**src/rtl/mdr_shift_add_mult_pkg.sv**
```systemverilog
// Shared MDR datapath types: operand width, multiplier FSM states, product type.
package pkg_system_mdr;

  localparam int MDR_DW = 16;

  typedef enum logic [1:0] {
    IDLE = 2'd0,
    RUN  = 2'd1,
    DONE = 2'd2
  } mdr_mult_state_e;

  typedef logic [2*MDR_DW-1:0] mdr_prod_t;

endpackage

```
**src/rtl/mdr_shift_add_mult.sv**
```systemverilog
// Sequential unsigned shift-and-add multiplier driving an external shift-left-by-1 stage.
// Optional build macro MDR_MULT_EARLY_EXIT_EN ends the run once no multiplier bits remain.
module mdr_shift_add_mult
  import pkg_system_mdr::*;
#(
  parameter int DW = MDR_DW,
  parameter int PW = 2 * DW,
  parameter int CW = $clog2(DW)
) (
  input  logic          clk,
  input  logic          rst,
  input  logic          i_start,
  input  logic [DW-1:0] i_multiplicand,
  input  logic [DW-1:0] i_multiplier,
  input  logic [PW-1:0] i_shl_val,
  output logic [PW-1:0] o_shl_load_val,
  output logic          o_shl_init,
  output logic          o_shl_enable,
  output logic          o_ready,
  output logic          o_busy,
  output logic          o_done,
  output logic [PW-1:0] o_product
);

  mdr_mult_state_e state_q, state_d;
  logic [PW-1:0]   acc_q, acc_d;
  logic [DW-1:0]   mplier_q, mplier_d;
  logic [CW-1:0]   cnt_q, cnt_d;
  logic [PW-1:0]   product_q, product_d;
  logic            last_iter;

  always_ff @(posedge clk) begin
    if (rst) begin
      state_q   <= IDLE;
      acc_q     <= '0;
      mplier_q  <= '0;
      cnt_q     <= '0;
      product_q <= '0;
    end else begin
      state_q   <= state_d;
      acc_q     <= acc_d;
      mplier_q  <= mplier_d;
      cnt_q     <= cnt_d;
      product_q <= product_d;
    end
  end

  always_comb begin
    state_d        = state_q;
    acc_d          = acc_q;
    mplier_d       = mplier_q;
    cnt_d          = cnt_q;
    product_d      = product_q;
    o_shl_load_val = '0;
    o_shl_init     = 1'b0;
    o_shl_enable   = 1'b0;
    last_iter      = 1'b0;
    case (state_q)
      IDLE: begin
        if (i_start) begin
          mplier_d       = i_multiplier;
          o_shl_load_val = {{(PW-DW){1'b0}}, i_multiplicand};
          o_shl_init     = 1'b1;
          acc_d          = '0;
          cnt_d          = '0;
          state_d        = RUN;
        end
      end
      RUN: begin
        // i_shl_val already holds multiplicand << cnt_q this cycle
        o_shl_enable = 1'b1;
        if (mplier_q[0]) begin
          acc_d = acc_q + i_shl_val;
        end
        mplier_d  = mplier_q >> 1;
        cnt_d     = cnt_q + 1'b1;
        last_iter = (cnt_q == CW'(DW-1));
`ifdef MDR_MULT_EARLY_EXIT_EN
        if (mplier_d == '0) begin
          last_iter = 1'b1;
        end
`endif
        if (last_iter) begin
          product_d = acc_d;
          state_d   = DONE;
        end
      end
      DONE: begin
        state_d = IDLE;
      end
      default: begin
        state_d = IDLE;
      end
    endcase
  end

  assign o_ready   = (state_q == IDLE);
  assign o_busy    = (state_q == RUN) || (state_q == DONE);
  assign o_done    = (state_q == DONE);
  assign o_product = product_q;

endmodule

```
**config.mk**
```make
export PLATFORM = sky130hd
export DESIGN_NAME = mdr_shift_add_mult
export DESIGN_NICKNAME = d
export VERILOG_FILES = /design/src/rtl/mdr_shift_add_mult_pkg.sv /design/src/rtl/mdr_shift_add_mult.sv
export SDC_FILE = /design/constraint.sdc
export NUM_CORES = 1
export LEC_CHECK = 0
export CAP_MARGIN = 15
export CORE_MARGIN = 4
export CORE_UTILIZATION = 31
export DETAILED_ROUTE_END_ITERATION = 16
export PLACE_DENSITY = 0.57
export SKIP_CTS_REPAIR_TIMING = 1
export SLEW_MARGIN = 20
export SYNTH_ARGS = -nofsm -noshare
export SYNTH_HDL_FRONTEND = slang
export SYNTH_SLANG_ARGS = --single-unit
export TNS_END_PERCENT = 20
```
**constraint.sdc**
```tcl
create_clock -name clk -period 2.65 [get_ports clk]
set_input_delay 0.3975 -clock clk [delete_from_list [all_inputs] [get_ports clk]]
set_output_delay 0.3975 -clock clk [all_outputs]
set_load 0.005 [all_outputs]
```
==> impl_summary.log <==
INFO  metric run_status = complete, but fails checks
INFO  metric violations_in_the_final_reports = negative setup slack
INFO  metric most_frequently_used_cell_type_in_the_post_synthesis_netlist = nor2_1
INFO  metric detail-route-antenna-nets = 0
INFO  metric cts_tree = built
INFO  metric postLayoutCellArea = 8340 um^2
INFO  metric rsz0062_at_grt = yes
INFO  metric hold_path_class = primary input to flip-flop
INFO  metric clk_path_buf_depth = 2
INFO  metric clock_latency = 0.36 ns
INFO  metric dr.pass1.iters = 4
INFO  metric number_of_port_buffers = 119
INFO  metric antenna_cells = 0
INFO  metric ir_drop = 0.000315 V
INFO  metric dieArea = 20,300 um^2
INFO  metric synth_largest_type_area_fraction = 30.7%
INFO  metric post_synth_edffs = 0
INFO  metric timing.setup.tns = -0.197 ns
INFO  metric die_height = 143 um
INFO  metric core = 17,500 um^2
INFO  metric initial_antenna_violation_count = 0
INFO  metric worst_clock_skew = 0.00954 ns
INFO  metric grt_pass1_wl = 27.1 mm
INFO  metric synth.avg_cell_area = 8.16 um^2
INFO  metric detailedRoute.firstIterationViolations = 292
INFO  metric ys_seq_elements = 86
INFO  metric timing.critical_path.slowest_stage_cell = a221o_1
INFO  metric avgViaCountPerCell = 5.02
INFO  metric half_perimeter_wire_length_after_placement = 12.3 mm
INFO  metric grt_max_degree = 43
INFO  metric critPathKind = flip-flop to flip-flop
INFO  metric synth_cells = 688
INFO  metric cts-htree-levels = 3
INFO  metric finalSetupViolations = 4
INFO  metric synth.distinct_cells = 66
INFO  metric finalWorstPathRequiredPeriod = 2.75 ns
INFO  metric final-hold-violation-count = 0
INFO  metric floorplan.initialDensity = 32.0%
INFO  metric final.fill_count = 1,717
INFO  metric crit_chain = ha_4 > a211o_1 > o211ai_2 > a21oi_2 > a221o_1 > o211ai_4 > a2111oi_4 > o31ai_2 > mux2i_2 > xnor2_1 > a211oi_2
INFO  metric netlist_top_cells_count = nor2_1, dfxtp_1, a21oi_1
INFO  metric net_count_of_the_finished_layout = 972
INFO  metric fmax = 0.363 GHz
INFO  metric slew_viol_final = 0
INFO  metric synth-seq-area-share = 30.7%
INFO  metric total_power = 0.00349 W
INFO  metric total_overflow_reported_by_the_global_router = 0
INFO  metric power.static_leakage = 3.53 nW
INFO  metric setup_slack = -0.101 ns
INFO  metric critPathCaptureType = flip-flop
INFO  metric gr-usage-all-layers = 16.4%
INFO  metric synthArstFlopShare = 0%
INFO  metric synth-main-ff-cell = dfxtp_1
INFO  metric area_of_the_mapped_netlist = 5620 um^2
INFO  metric timing.final.crit_share = 104%
INFO  metric avg_wl_per_cell = 15.7 um
INFO  metric synth.yosys.warnings = 0
INFO  metric worstPathMaxFanout = 3
INFO  metric vias_in_the_first_global_route = 5,339
INFO  metric cp_slowest_stage_delay = 0.38 ns
INFO  metric detailroute.via_count = 5,520
INFO  metric numClockSinks = 86
INFO  metric yosys.area.top_type = dfxtp_1
INFO  metric drcViolationCount = 0
INFO  metric slew_headroom = 41.7%
INFO  metric clock_tree.root_cell = clkbuf_16
INFO  metric crit_required = 2.89 ns
INFO  metric detailed_route_wl = 17.2 mm
INFO  metric cp_data_arrival_time = 2.99 ns
INFO  metric power_density = 418 nW/um^2
INFO  metric place.detailed.instances = 1,079
INFO  metric timing_worst_slew_pin_value = 0.875 ns
INFO  metric numCtsBuffers = 9
INFO  metric finish.cell_count_without_fillers = 1,099
INFO  metric post_route_cells_drive_above_1_share = 22.1%
INFO  metric worstSetupStartpointType = flip-flop
INFO  metric synth_area_leaders = dfxtp_1, ha_1, nor2_1
INFO  metric syn_to_final_growth = 48.4%
INFO  metric num_io_pins = 136
INFO  metric cap_viol_max_count = 0
INFO  metric floorplan.rows = 48
INFO  metric die_x = 143 um
INFO  metric place.gp.congestion = 0.920
INFO  metric clkTransAtPathRegs = 0.07 ns
INFO  metric placed_area = 7570 um^2
-- routing by layer --
metal	wire (um)	up-vias	global-route usage, %
li1	-	2841	-
met1	8440	2555	22.8
met2	8010	105	25.9
met3	598	19	3.66
met4	173	0	3.90
met5	0	-	0
-- placed cells by master (no fill, tap or decap), types with 20 or more instances in the layout --
cell type / count
a22oi_1: 25
and3_1: 20
mux2i_1: 33
ha_4: 20
nand2_1: 29
dfxtp_1: 78
a211oi_1: 22
buf_4: 99
clkdlybuf4s50_1: 98
a21oi_1: 45
dlymetal6s2s_1: 20
nor2_1: 108
-- registers in the layout, summed over array words and instances, names as in the netlist --
signal	cells
state_q	2
cnt_q	4
o_product	32
acc_q	32
mplier_q	16
-- per-stage QoR --
| step | util [%] | setup slack (ns) | hold slack, ns |
|---|---|---|---|
| finish | 47.5 | -0.101 | 0.456 |
| global route | 47.5 | -0.248 | 0.458 |
| CTS | 44.8 | -0.413 | 0.437 |
| detailed placement | 43.2 | -0.786 | 0.458 |
| global placement | 43.2 | -0.738 | 0.457 |
| floorplan | - | -0.0673 | 0.445 |
-- final timing paths --
| kind | start | end | slack [ns] | cells past startpoint |
|---|---|---|---|---|
| hold / removal | rst | acc_q[0] | 0.46 | 2 |
| setup / recovery | acc_q[1] | o_product[31] | -0.10 | 11 |
| hold reg to reg | o_product[2] | o_product[2] | 0.46 | 2 |
| setup reg to reg | acc_q[1] | o_product[31] | -0.10 | 11 |
-- cell families after synthesis --
family / after synthesis / share of synthesized area, %
and+or+nand+nor: 214 / 17.3
buffers and inverters: 80 / 6.68
other: 1 / 0.0668
adders and majority gates: 36 / 8.16
muxes: 41 / 7.46
xor gates and xnor gates: 29 / 4.52
AOI/OAI and AO/OA: 201 / 25.2
DFF: 86 / 30.7
-- power breakdown --
part,total (W),internal (W),switching [W]
registers,0.00138,0.00134,0.0000417
clock network,0.00126,0.000714,0.000542
logic,0.000854,0.000435,0.000420
-- critical path, delay by kind of cell, from the launching register on --
family / cells / cell delay (ns)
xor+xnor: 1 / 0.17
fa+ha+maj: 1 / 0.20
mux: 1 / 0.34
flops: 1 / 0.35
compound gates: 8 / 1.59
-- area by class of cell --
type	count	area [um^2]	area share, %
Multi-Input combinational cell	537	3970	47.6
Timing Repair Buffer	220	2000	24.0
Sequential cell	86	1740	20.8
Tap cell	225	282	3.38
Clock buffer	14	274	3.29
Inverter	15	56.3	0.675
Clock inverter	2	15.0	0.180
No activity file was read; power rests on OpenSTA's default activity.
